### config.mk
export PLATFORM = sky130hd
export DESIGN_NAME = arcade_input_ctrl
export DESIGN_NICKNAME = d
export VERILOG_FILES = /design/src/rtl/arcade_input_ctrl.sv
export SDC_FILE = /design/constraint.sdc
export NUM_CORES = 1
export LEC_CHECK = 0
export ABC_AREA = 1
export CORE_MARGIN = 2
export CORE_UTILIZATION = 30
export CTS_BUF_LIST = sky130_fd_sc_hd__clkbuf_4 sky130_fd_sc_hd__clkbuf_8
export CTS_CLUSTER_SIZE = 16
export DETAILED_ROUTE_END_ITERATION = 8
export PLACE_DENSITY = 0.92
export SETUP_SLACK_MARGIN = 0.05
export SYNTH_ARGS = -nofsm -noshare
export SYNTH_HDL_FRONTEND = slang
export SYNTH_SLANG_ARGS = --single-unit
### constraint.sdc
create_clock -name clk_sys -period 2.4 [get_ports clk_sys]
set_clock_uncertainty 0.1 [all_clocks]
set_input_delay 0.48 -clock clk_sys [delete_from_list [all_inputs] [get_ports clk_sys]]
set_output_delay 0.48 -clock clk_sys [all_outputs]
set_load 0.02 [all_outputs]
### src/rtl/arcade_input_ctrl.sv
// arcade_input_ctrl: merges keyboard and two joysticks into the game core's
// {coin,start,fire,up,down,left,right} inputs, with optional rotation of the
// directions, and turns a start press into a timed coin/start sequence.
// Define INPUT_CTRL_KBD_EN to compile in the PS/2 keyboard decoder; without
// it the key latches are constant 0 and ps2_key is ignored.
module arcade_input_ctrl #(
  parameter int COIN_FRAMES  = 4,
  parameter int GAP_FRAMES   = 2,
  parameter int START_FRAMES = 3
) (
  input  logic        clk_sys,
  input  logic        reset_n,
  input  logic [64:0] ps2_key,
  input  logic [15:0] joystick_0,
  input  logic [15:0] joystick_1,
  input  logic        rotate,
  input  logic        vblank,
  output logic [6:0]  p1_csjudlr,
  output logic [6:0]  p2_csjudlr
);

  localparam logic [3:0] CF = 4'(COIN_FRAMES);
  localparam logic [3:0] GF = 4'(GAP_FRAMES);
  localparam logic [3:0] SF = 4'(START_FRAMES);

  // key/raw bit order matches the joystick: 0 R, 1 L, 2 D, 3 U, 4 fire,
  // 5 start1, 6 start2
  logic [6:0] key_d;

`ifdef INPUT_CTRL_KBD_EN
  logic [6:0] key_q;
  logic       tog_q;
  logic       kbd_evt;
  logic       kbd_press;
  logic       unused_kbd;

  assign kbd_evt    = (ps2_key[64] != tog_q) && !(|ps2_key[63:24]);
  assign kbd_press  = (ps2_key[15:8] != 8'hF0);
  // extended prefix is irrelevant: every code is accepted either way
  assign unused_kbd = ^ps2_key[23:16];

  // decode the event into the key latches; the new value is used this cycle
  always_comb begin
    key_d = key_q;
    if (kbd_evt) begin
      case (ps2_key[7:0])
        8'h75:        key_d[3] = kbd_press;
        8'h72:        key_d[2] = kbd_press;
        8'h6B:        key_d[1] = kbd_press;
        8'h74:        key_d[0] = kbd_press;
        8'h29, 8'h14: key_d[4] = kbd_press;
        8'h05:        key_d[5] = kbd_press;
        8'h06:        key_d[6] = kbd_press;
        default:      ;
      endcase
    end
  end

  // toggle tracker and key latch state
  always_ff @(posedge clk_sys or negedge reset_n) begin
    if (!reset_n) begin
      tog_q <= 1'b0;
      key_q <= '0;
    end else begin
      tog_q <= ps2_key[64];
      key_q <= key_d;
    end
  end
`else
  logic unused_kbd;
  assign key_d      = '0;
  assign unused_kbd = ^ps2_key;
`endif

  logic [15:0] joy;
  logic [6:0]  raw;
  logic        unused_joy;
  logic        up_m, dn_m, lf_m, rt_m;

  assign joy        = joystick_0 | joystick_1;
  assign raw        = key_d | joy[6:0];
  assign unused_joy = ^joy[15:7];

  // horizontal cabinet: the stick is turned a quarter
  assign up_m = rotate ? raw[1] : raw[3];
  assign dn_m = rotate ? raw[0] : raw[2];
  assign lf_m = rotate ? raw[2] : raw[1];
  assign rt_m = rotate ? raw[3] : raw[0];

  logic [4:0] dir_q;   // {fire,up,down,left,right}
  logic       vbl_q;
  logic [1:0] st_q;    // previous raw start2/start1
  logic       armed_q; // blocks edges on the first cycle after reset
  logic       tick, e1, e2;

  assign tick = vblank & ~vbl_q;
  assign e1   = armed_q & raw[5] & ~st_q[0];
  assign e2   = armed_q & raw[6] & ~st_q[1];

  // direction/fire pipeline and edge detectors
  always_ff @(posedge clk_sys or negedge reset_n) begin
    if (!reset_n) begin
      dir_q   <= '0;
      vbl_q   <= 1'b0;
      st_q    <= '0;
      armed_q <= 1'b0;
    end else begin
      dir_q   <= {raw[4], up_m, dn_m, lf_m, rt_m};
      vbl_q   <= vblank;
      st_q    <= raw[6:5];
      armed_q <= 1'b1;
    end
  end

  typedef enum logic [2:0] {IDLE, COIN, GAP, START, HOLD} state_t;

  state_t     state_q, state_d;
  logic [3:0] cnt_q, cnt_d, cnt_dec;
  logic       plr_q, plr_d; // 0: player 1, 1: player 2
  logic       last_tick, held;

  assign cnt_dec   = (tick && cnt_q != 4'd0) ? cnt_q - 4'd1 : cnt_q;
  assign last_tick = tick && (cnt_q <= 4'd1);
  assign held      = plr_q ? raw[6] : raw[5];

  // coin sequencer next state
  always_comb begin
    state_d = state_q;
    cnt_d   = cnt_q;
    plr_d   = plr_q;
    case (state_q)
      IDLE: begin
        if (e1) begin
          plr_d = 1'b0; cnt_d = CF; state_d = COIN;
        end else if (e2) begin
          plr_d = 1'b1; cnt_d = CF; state_d = COIN;
        end
      end
      COIN: begin
        if (last_tick) begin
          if (GF == 4'd0) begin
            cnt_d = SF; state_d = START;
          end else begin
            cnt_d = GF; state_d = GAP;
          end
        end else cnt_d = cnt_dec;
      end
      GAP: begin
        if (last_tick) begin
          cnt_d = SF; state_d = START;
        end else cnt_d = cnt_dec;
      end
      START: begin
        if (last_tick) begin
          cnt_d = 4'd0; state_d = HOLD;
        end else cnt_d = cnt_dec;
      end
      HOLD: begin
        if (!held) state_d = IDLE;
      end
      default: begin
        state_d = IDLE; cnt_d = 4'd0;
      end
    endcase
  end

  // coin sequencer state register
  always_ff @(posedge clk_sys or negedge reset_n) begin
    if (!reset_n) begin
      state_q <= IDLE;
      cnt_q   <= 4'd0;
      plr_q   <= 1'b0;
    end else begin
      state_q <= state_d;
      cnt_q   <= cnt_d;
      plr_q   <= plr_d;
    end
  end

  logic coin, strt;
  assign coin = (state_q == COIN);
  assign strt = (state_q == START) || (state_q == HOLD);

  assign p1_csjudlr = {coin, strt & ~plr_q, dir_q};
  assign p2_csjudlr = {1'b0, strt & plr_q, dir_q};

endmodule
==> results of run 1 <==
-- registers in the layout, indices dropped and copies added (netlist names) --
signal,flops
armed_q,1
cnt_q,4
dir_q,5
plr_q,1
st_q,2
state_q,3
vbl_q,1
-- worst max-delay path, stage by stage (launching register included) --
cell and delay, ps:
dfrtp_1 450, nor2_2 200, nand2_1 90, inv_1 60
clkdlybuf4s50_1 600
-- worst max-delay path by stage --
stage	start	endpoint	slack [ps]
after floorplan	state_q[1]	p1_csjudlr[5]	820
after global placement	state_q[2]	p2_csjudlr[5]	370
after detailed placement	state_q[1]	p1_csjudlr[5]	330
after CTS	state_q[2]	p1_csjudlr[6]	70
after global routing	state_q[2]	p1_csjudlr[6]	60
final	state_q[2]	p1_csjudlr[6]	140
-- routing by layer --
metal	share of wire (%)	wire [µm]
met1	44	820
met2	51	948
met3	4.4	82
met4	0.75	14
met5	0	0
-- cells in the mapped netlist (3+ instances only) --
cell / instances / area (µm²)
o21ai_0: 7 / 35.0
inv_1: 16 / 60.1
nor2_1: 12 / 45.0
o21ai_1: 3 / 15.0
buf_4: 7 / 52.6
a21oi_1: 3 / 15.0
inv_2: 4 / 15.0
nand3_1: 7 / 35.0
dfrtp_1: 17 / 425
nand2_1: 26 / 97.6
nor2_4: 3 / 33.8
-- cell families (layout without fill, tap and decap cells) --
group                    Yosys count  after routing
AND/OR/NAND/NOR                   60             60
buffers and inverters             28             56
AO/OA/AOI/OAI                     17             17
flip-flops                        17             17
adder cells (fa/ha/maj)            2              2
other                              2              2
XOR/XNOR                           1              1
-- repair_timing --
item,4_1_cts,5_1_grt
pin swaps,0,0
resized for setup,2,1
endpoints found under the setup margin,2,1
-- final cells by class --
cell class,count,area share (%)
Tap cell,46,4.26
Multi-Input combinational cell,82,33.4
Inverter,21,6.02
Timing Repair Buffer,31,22.6
Clock buffer,4,2.22
Sequential cell,17,31.5
-- power groups by stage --
stage	clock (mW)	combinational [mW]	sequential, mW
after floorplan	0	0.536	0.415
after global placement	0	0.686	0.415
after detailed placement	0	0.709	0.418
after CTS	0.169	0.705	0.413
after global routing	0.185	0.797	0.423
final	0.161	0.698	0.414
==> results, run 1 <==
- The total number of H-tree levels is 1.
- In the final layout, the multi-input gates occupy roughly 450 µm².
- The warning count from the yosys run is 0.
- The core region is roughly 3300 µm².
- Before CTS, the worst setup slack after placement is approximately 330 ps.
- The wire-length estimate of the detail-placed layout is between 1.5 and 2 mm.
- The leakage power is between 0.6 and 0.7 nW.
- The worst setup path is launched from a register.
- The via density per instance is approximately 4.3.
- A synthesized cell averages 7.94 µm².
- Summing the areas of all compound-gate instances in the mapped netlist gives under 10% of the synthesized area.
- The first-iteration detailed-routing DRC count is 12.
- The vertical extent of the die is approximately 62 µm.
- The setup violation total in the final timing report is 0.
- The global routing usage on met3 is around 2.3%.
- Once detail routing completed, the nets flagged for antenna violations numbered 0.
- Routability-driven placement finished with a final weighted congestion of 0.835.
- The number of setup buffers added after CTS is 0.
- Counting the fill cells in the layout gives approximately 320.
- The internal portion of the total power is 702 µW.
- For the worst setup path, the data required time is roughly 1800 ps.
- The detailed router placed between 800 and 900 vias in this run.
- In this run the critical register-to-register path is captured at state_q[2].
- After detailed routing, the number of remaining DRC violations is 0.
- Setup slack closes at roughly 140 ps.
- The fraction of power spent switching nets is between 40% and 50%.
- The maximum fanout count along the critical path is 4.
- Global routing used between 10% and 20% of the available tracks across all layers.
- Clock tree synthesis selected as its root buffer the cell clkbuf_4.
- After layout, the design draws a total of 1.27 mW.
- After the flow finishes, the layout carries non-filler instances totaling between 200 and 250.
- The tree built by TritonCTS fans out to 17 sinks.
- Hold timing on the final database bottoms out at a slack of 416 ps.
- The area enclosed by the die boundary is 3840 µm².
- The clock insertion delay at the later pin of the skew report is between 200 and 300 ps.
- The depth of the most critical reg-to-reg path is 6.
- In this run the critical register-to-register path is launched from cnt_q[0].
- Synthesis produced a netlist whose cell count is about 130.
- After synthesis, the largest family of logic cells by area is simple AND/OR/NAND/NOR gates.
- Input and output buffers added on the ports amount to 30.
- After detailed routing, the total wire length is roughly 1.9 mm.
- The number of flops mapped to enable cells by yosys is 0.
- After Yosys synthesis, and, or, nand and nor cells account for a little over 30% of the synthesized area.
- The smallest clock period supported by the final layout is computed as roughly 2300 ps.
- The most common cell after layout, fill and taps aside is clkdlybuf4s50_1.
- The final-stage net count is 259.
- The longest clock path from root to sink contains 2 buffers.
- Data arrives at the worst endpoint at roughly 1700 ps.
- The kind of capture point of the worst setup path is an output port.
- The count of pins over their slew limit is 0.
- The routed length per placed instance is a little over 9 µm.
- Summed over all nets, the switching power comes to around 570 µW.
- The share of synthesized registers carrying an async set or reset is between 90% and 100%.
- In this run, distinct cell masters in the synthesized netlist total 26.
- The final core utilization is 41.1%.
- The number of placed instances, taps included, is ~200.
- The remaining global-route overflow is 0.
- The sequential cell area is ~430 µm².
- Summing all placed instances gives a cell area of ~1300 µm².
- In this run the most used layer during global routing was met2.
- The number of placement rows is 21.
- 0 antenna diodes ended up in the layout.
- The net count after synthesis is 230.
- Adding up every negative setup slack in the final design gives 0 ps.
- For this design the ratio of total power to cell area is approximately 940 nW/µm².
- Global routing used between 10% and 20% of the available met2 tracks.
- The final design instance area without fill is about 1400 µm².
- The number of hold buffers added after CTS was 0.
- The share of cells above drive strength 1 is 14.2%.
- The first detailed-routing pass ran for 4 iterations.
- Global routing used between 10 and 15% of the available met1 tracks.
- By startpoint and endpoint, the worst setup path is classified as register to output port.
- In the synthesized netlist the dominant register cell turns out to be dfrtp_1.
- The top cell types in the final layout, fill and taps aside, are 28 x clkdlybuf4s50_1, 26 x nand2_1, 17 x dfrtp_1, 16 x inv_1, 11 x nor2_1.
- The share of the cycle needed by the critical path after routing is between 90% and 100%.
- The number of antenna violations at the first check in global routing came to 0.
- The part of the Yosys area used for sequential elements is a little over two fifths.
- Entering global routing, the biggest net connects 18 pins.
- After clock tree synthesis, the clock-pin slew on the worst setup and hold paths is ~100 ps.
- The timing-limited maximum frequency is between 0.4 and 0.5 GHz.
- The clock network accounts for between 10% and 20% of the total power.
- TritonCTS built the clock tree.
- In this run, flip-flops and latches consume between 30% and 40% of the power.
- The setup slack on the worst flop-to-flop path is a little over 800 ps.
- The post-synthesis share of cell area spent on xor and xnor gates is less than 1%.
- The netlist area before placement is approximately 1000 µm².
- The die is slightly above 60 µm wide.
- Of the post-synthesis cell area, the part taken by muxes is 0%.
- The TritonCTS buffer count is 3.
- The share of total power dissipated in combinational logic is 54.8%.
- The synthesis-to-layout area growth is 34.0%.
- The final hold violation count came to 0.
- The maximum ir drop on the vdd rail is between 0.4 and 0.5 mV.
- The global-route wire length before repair is 3.36 mm.
- The initial utilization of the core area, before any placement, comes to 30.7%.
- Setup repair after global routing left no endpoint under its margin.
- The tightest min-delay check is of the primary input to async pin type.
- The tool flagged a number of max-cap violations equal to 0.
- The run finished with clean final reports.
- The adder-cell share of the synthesized area is 2.48%.
- The boundary pin count is ~120.
- Counting flops and latches in the post-synthesis netlist gives 17.
- The via count of the first global-routing pass is around 840.
(Power assumes the default switching activity.)
==> run 2: changes to the inputs <==
- CORE_UTILIZATION: 30 -> 25
- PLACE_DENSITY: 0.92 -> 0.79
==> run 2 against run 1 <==
Register-to-register slack worse by 30 ps; worst setup slack better by 51 ps; sequential power hardly changed; core utilization is 6.1 points lower; worst hold slack better by 33 ps; non-clock buffer count stayed put; combinational power hardly changed; via count is 0.34% lower; power is 4.6% higher; final cell count is 2.0% higher; first-iteration DRC count is 130% higher; count of clock-buffer cells in the layout stayed put; largest cell class unchanged.
==> results, run 2 (same netlist as run 1, synthesis figures left out) <==
- TritonCTS built the clock tree.
- The count of pins over their slew limit is 0 (unchanged).
- The area enclosed by the die boundary is 4560 µm² (+19%).
- The data required time of the critical path is 1820 ps (about the same).
- The cell chosen for the clock root is clkbuf_8.
- The remaining global-route overflow is 0 (unchanged).
- The via density per instance came to 4.24 (-2.3%).
- The final weighted congestion in routability-driven placement is 0.863 (+3.3%).
- The post-route non-filler standard cell count came to 205 (+2.0%).
- The via count of the first global-routing pass is 854 (+1.8%).
- The area of the multi-input gates is 452 µm² (unchanged).
- The clock sink count is 17 (unchanged).
- The total track usage came to 8.87% (-2.8 points).
- The number of nets with antenna violations after detailed routing was 0 (unchanged).
- The first-iteration detailed-routing DRC count is 27 (+15).
- The sum of routed wire length over all layers is 1.82 mm (-2.6%).
- The power density normalized to cell area was 963 nW/µm² (+2.2%).
- The boundary pin count was 115 (unchanged).
- The via count was 870 (-0.34%).
- The number of placed instances with taps included is 201 (+2.0%).
- The final total power came to 1.33 mW (+4.6%).
- The final design instance area without fill is 1380 µm² (+2.3%).
- The library cell used most frequently in the layout, excluding fill and tap cells, is clkdlybuf4s50_1.
- The number of iterations in the first detailed-routing pass came to 4 (unchanged).
- The number of fill cells in the layout is 400 (+25%).
- The share of the cycle needed by the critical path after routing is 92.0% (-2.1 points).
- Counting flops per register, the top entry is dir_q.
- The routed length per placed instance was 8.87 µm (-4.5%).
- The die width is 67.5 µm (+8.9%).
- The total number of H-tree levels is 1 (unchanged).
- The data arrival at the endpoint of the critical path is 1630 ps (-50 ps).
- The leakage power came to 0.674 nW (+5.3%).
- The share of cells above drive strength 1 is 14.2% (unchanged).
- The maximum ir drop on the vdd rail is 0.304 mV (-30%).
- The core area came to 3940 µm² (+20%).
- The startpoint kind of the worst setup timing path is a register.
- The antenna cell count came to 0 (unchanged).
- The largest registers in the layout are dir_q x5, cnt_q x4, state_q x3.
- The maximum fanout count along the critical path is 4 (unchanged).
- The final critical delay including setup and external delays is 2210 ps (-51.5 ps).
- The final core utilization came to 35.1% (-6.1 points).
- Compared with the post-synthesis result, the final layout area differs by 37.1%.
- The largest net degree at the start of global routing is 18 (unchanged).
- The pre-CTS setup slack is 319 ps (-12.0 ps).
- The setup violation total in the final timing report is 0 (unchanged).
- The startpoint of the most critical register-to-register path is cnt_q[0].
- The buffer depth of the longest clock path came to 2 (unchanged).
- The number of placement rows is 23 (+9.5%).
- The clock insertion delay at the later pin of the skew report is 240 ps (-40 ps).
- In this run the worst setup path begins at state_q[2].
- The top cell types in the final layout, fill and taps aside, are 28 x clkdlybuf4s50_1, 26 x nand2_1, 17 x dfrtp_1, 16 x inv_1, 11 x nor2_1.
- The kind of capture point of the worst setup path is an output port.
- The worst hold margin was 449 ps (+32.7 ps).
- The clock transition at the register clock pins on the worst setup and hold paths after CTS is 60 ps (-40 ps).
- The TritonCTS buffer count was 3 (unchanged).
- The critical path start-end classification is register to output port.
- The detailed-placement wirelength estimate is 1.50 mm (-0.91%).
- The global-route wire length before repair came to 3.19 mm (-4.9%).
- The number of antenna violations at the first check in global routing was 0 (unchanged).
- The final hold violation count is 0 (unchanged).
- The minimum setup slack in the final design is 191 ps (+51.5 ps).
- The sequential cell area is 425 µm² (unchanged).
- The instance area at placement is 1330 µm² (+0.38%).
- The final setup TNS was 0 ps (unchanged).
- The vertical extent of the die is 67.5 µm (+8.9%).
- The flow ran to the end, and the final reports show no timing, DRC or antenna violations.
- The timing-limited maximum frequency is 0.453 GHz (+2.3%).
- The class of the worst hold path is primary input to async pin.
- The number of maximum-capacitance violations is 0 (unchanged).
- The hold buffer count at CTS is 0 (unchanged).
- The initial core utilization is 25.6% (-5.1 points).
- Setup repair after global routing left no endpoint under its margin.
- The count of input and output buffers was 30 (unchanged).
- The flip-flop count of the largest register, all copies and words added is 5 (unchanged).
- The remaining design rule violation count came to 0 (unchanged).
- The final-stage net count is 259 (unchanged).
-- run 2: cell types whose count changed in the layout (fill, tap and decap cells not counted) --
cell            previous run  this run
clkbuf_4                   4         1
clkbuf_8                   0         3
dlygate4sd2_1              2         0
dlymetal6s2s_1             0         2
-- run 2: metal layers --
| layer | vias up | wire (µm) | GRT usage [%] |
|---|---|---|---|
| li1 | 447 | - | - |
| met1 | 390 | 803 | 11.3 |
| met2 | 33 | 893 | 15.1 |
| met3 | 0 | 122 | 2.00 |
| met4 | 0 | 0 | 2.30 |
| met5 | - | 0 | 0 |
-- run 2: power breakdown --
group	switching (mW)	internal (mW)	leakage [nW]
sequential	0.0632	0.354	0.198
clock	0.0878	0.129	0.0262
combinational	0.420	0.278	0.450
total	0.571	0.761	0.674
-- run 2: repair_timing --
action | CTS | global route
resized for setup | 1 | 2
setup endpoints to repair | 2 | 2
endpoints found under the hold margin | 0 | 0
buffers inserted | 0 | 0
-- run 2: path summary, 6_finish.rpt --
kind | end | slack [ps] | cells after the start
setup / recovery | p1_csjudlr[6] | 190 | 4
hold / removal | st_q[0] | 450 | 2
setup reg to reg | state_q[2] | 780 | 6
hold reg to reg | cnt_q[3] | 470 | 2
max in group asynchronous | cnt_q[1] | 1570 | 2
min in group clk_sys | cnt_q[3] | 470 | 2
-- run 2: cell type report --
class,count,share of cell area [%]
sequential,17,30.8
clock buffer,4,3.53
inverter,21,5.88
multi-input combinational,82,32.7
tap,50,4.52
timing repair buffer,31,22.6
-- run 2: worst max-delay path, stage by stage (launching register included) --
cell and delay [ps]:
dfrtp_1 430, nor2_2 200, nand2_1 90, inv_1 60, clkdlybuf4s50_1 600
==> run 3: changes to the inputs <==
- ABC_CLOCK_PERIOD_IN_PS: unset -> 2400
==> results of run 3 <==
The final DEF is identical to that of run 2; final timing and power are the same.
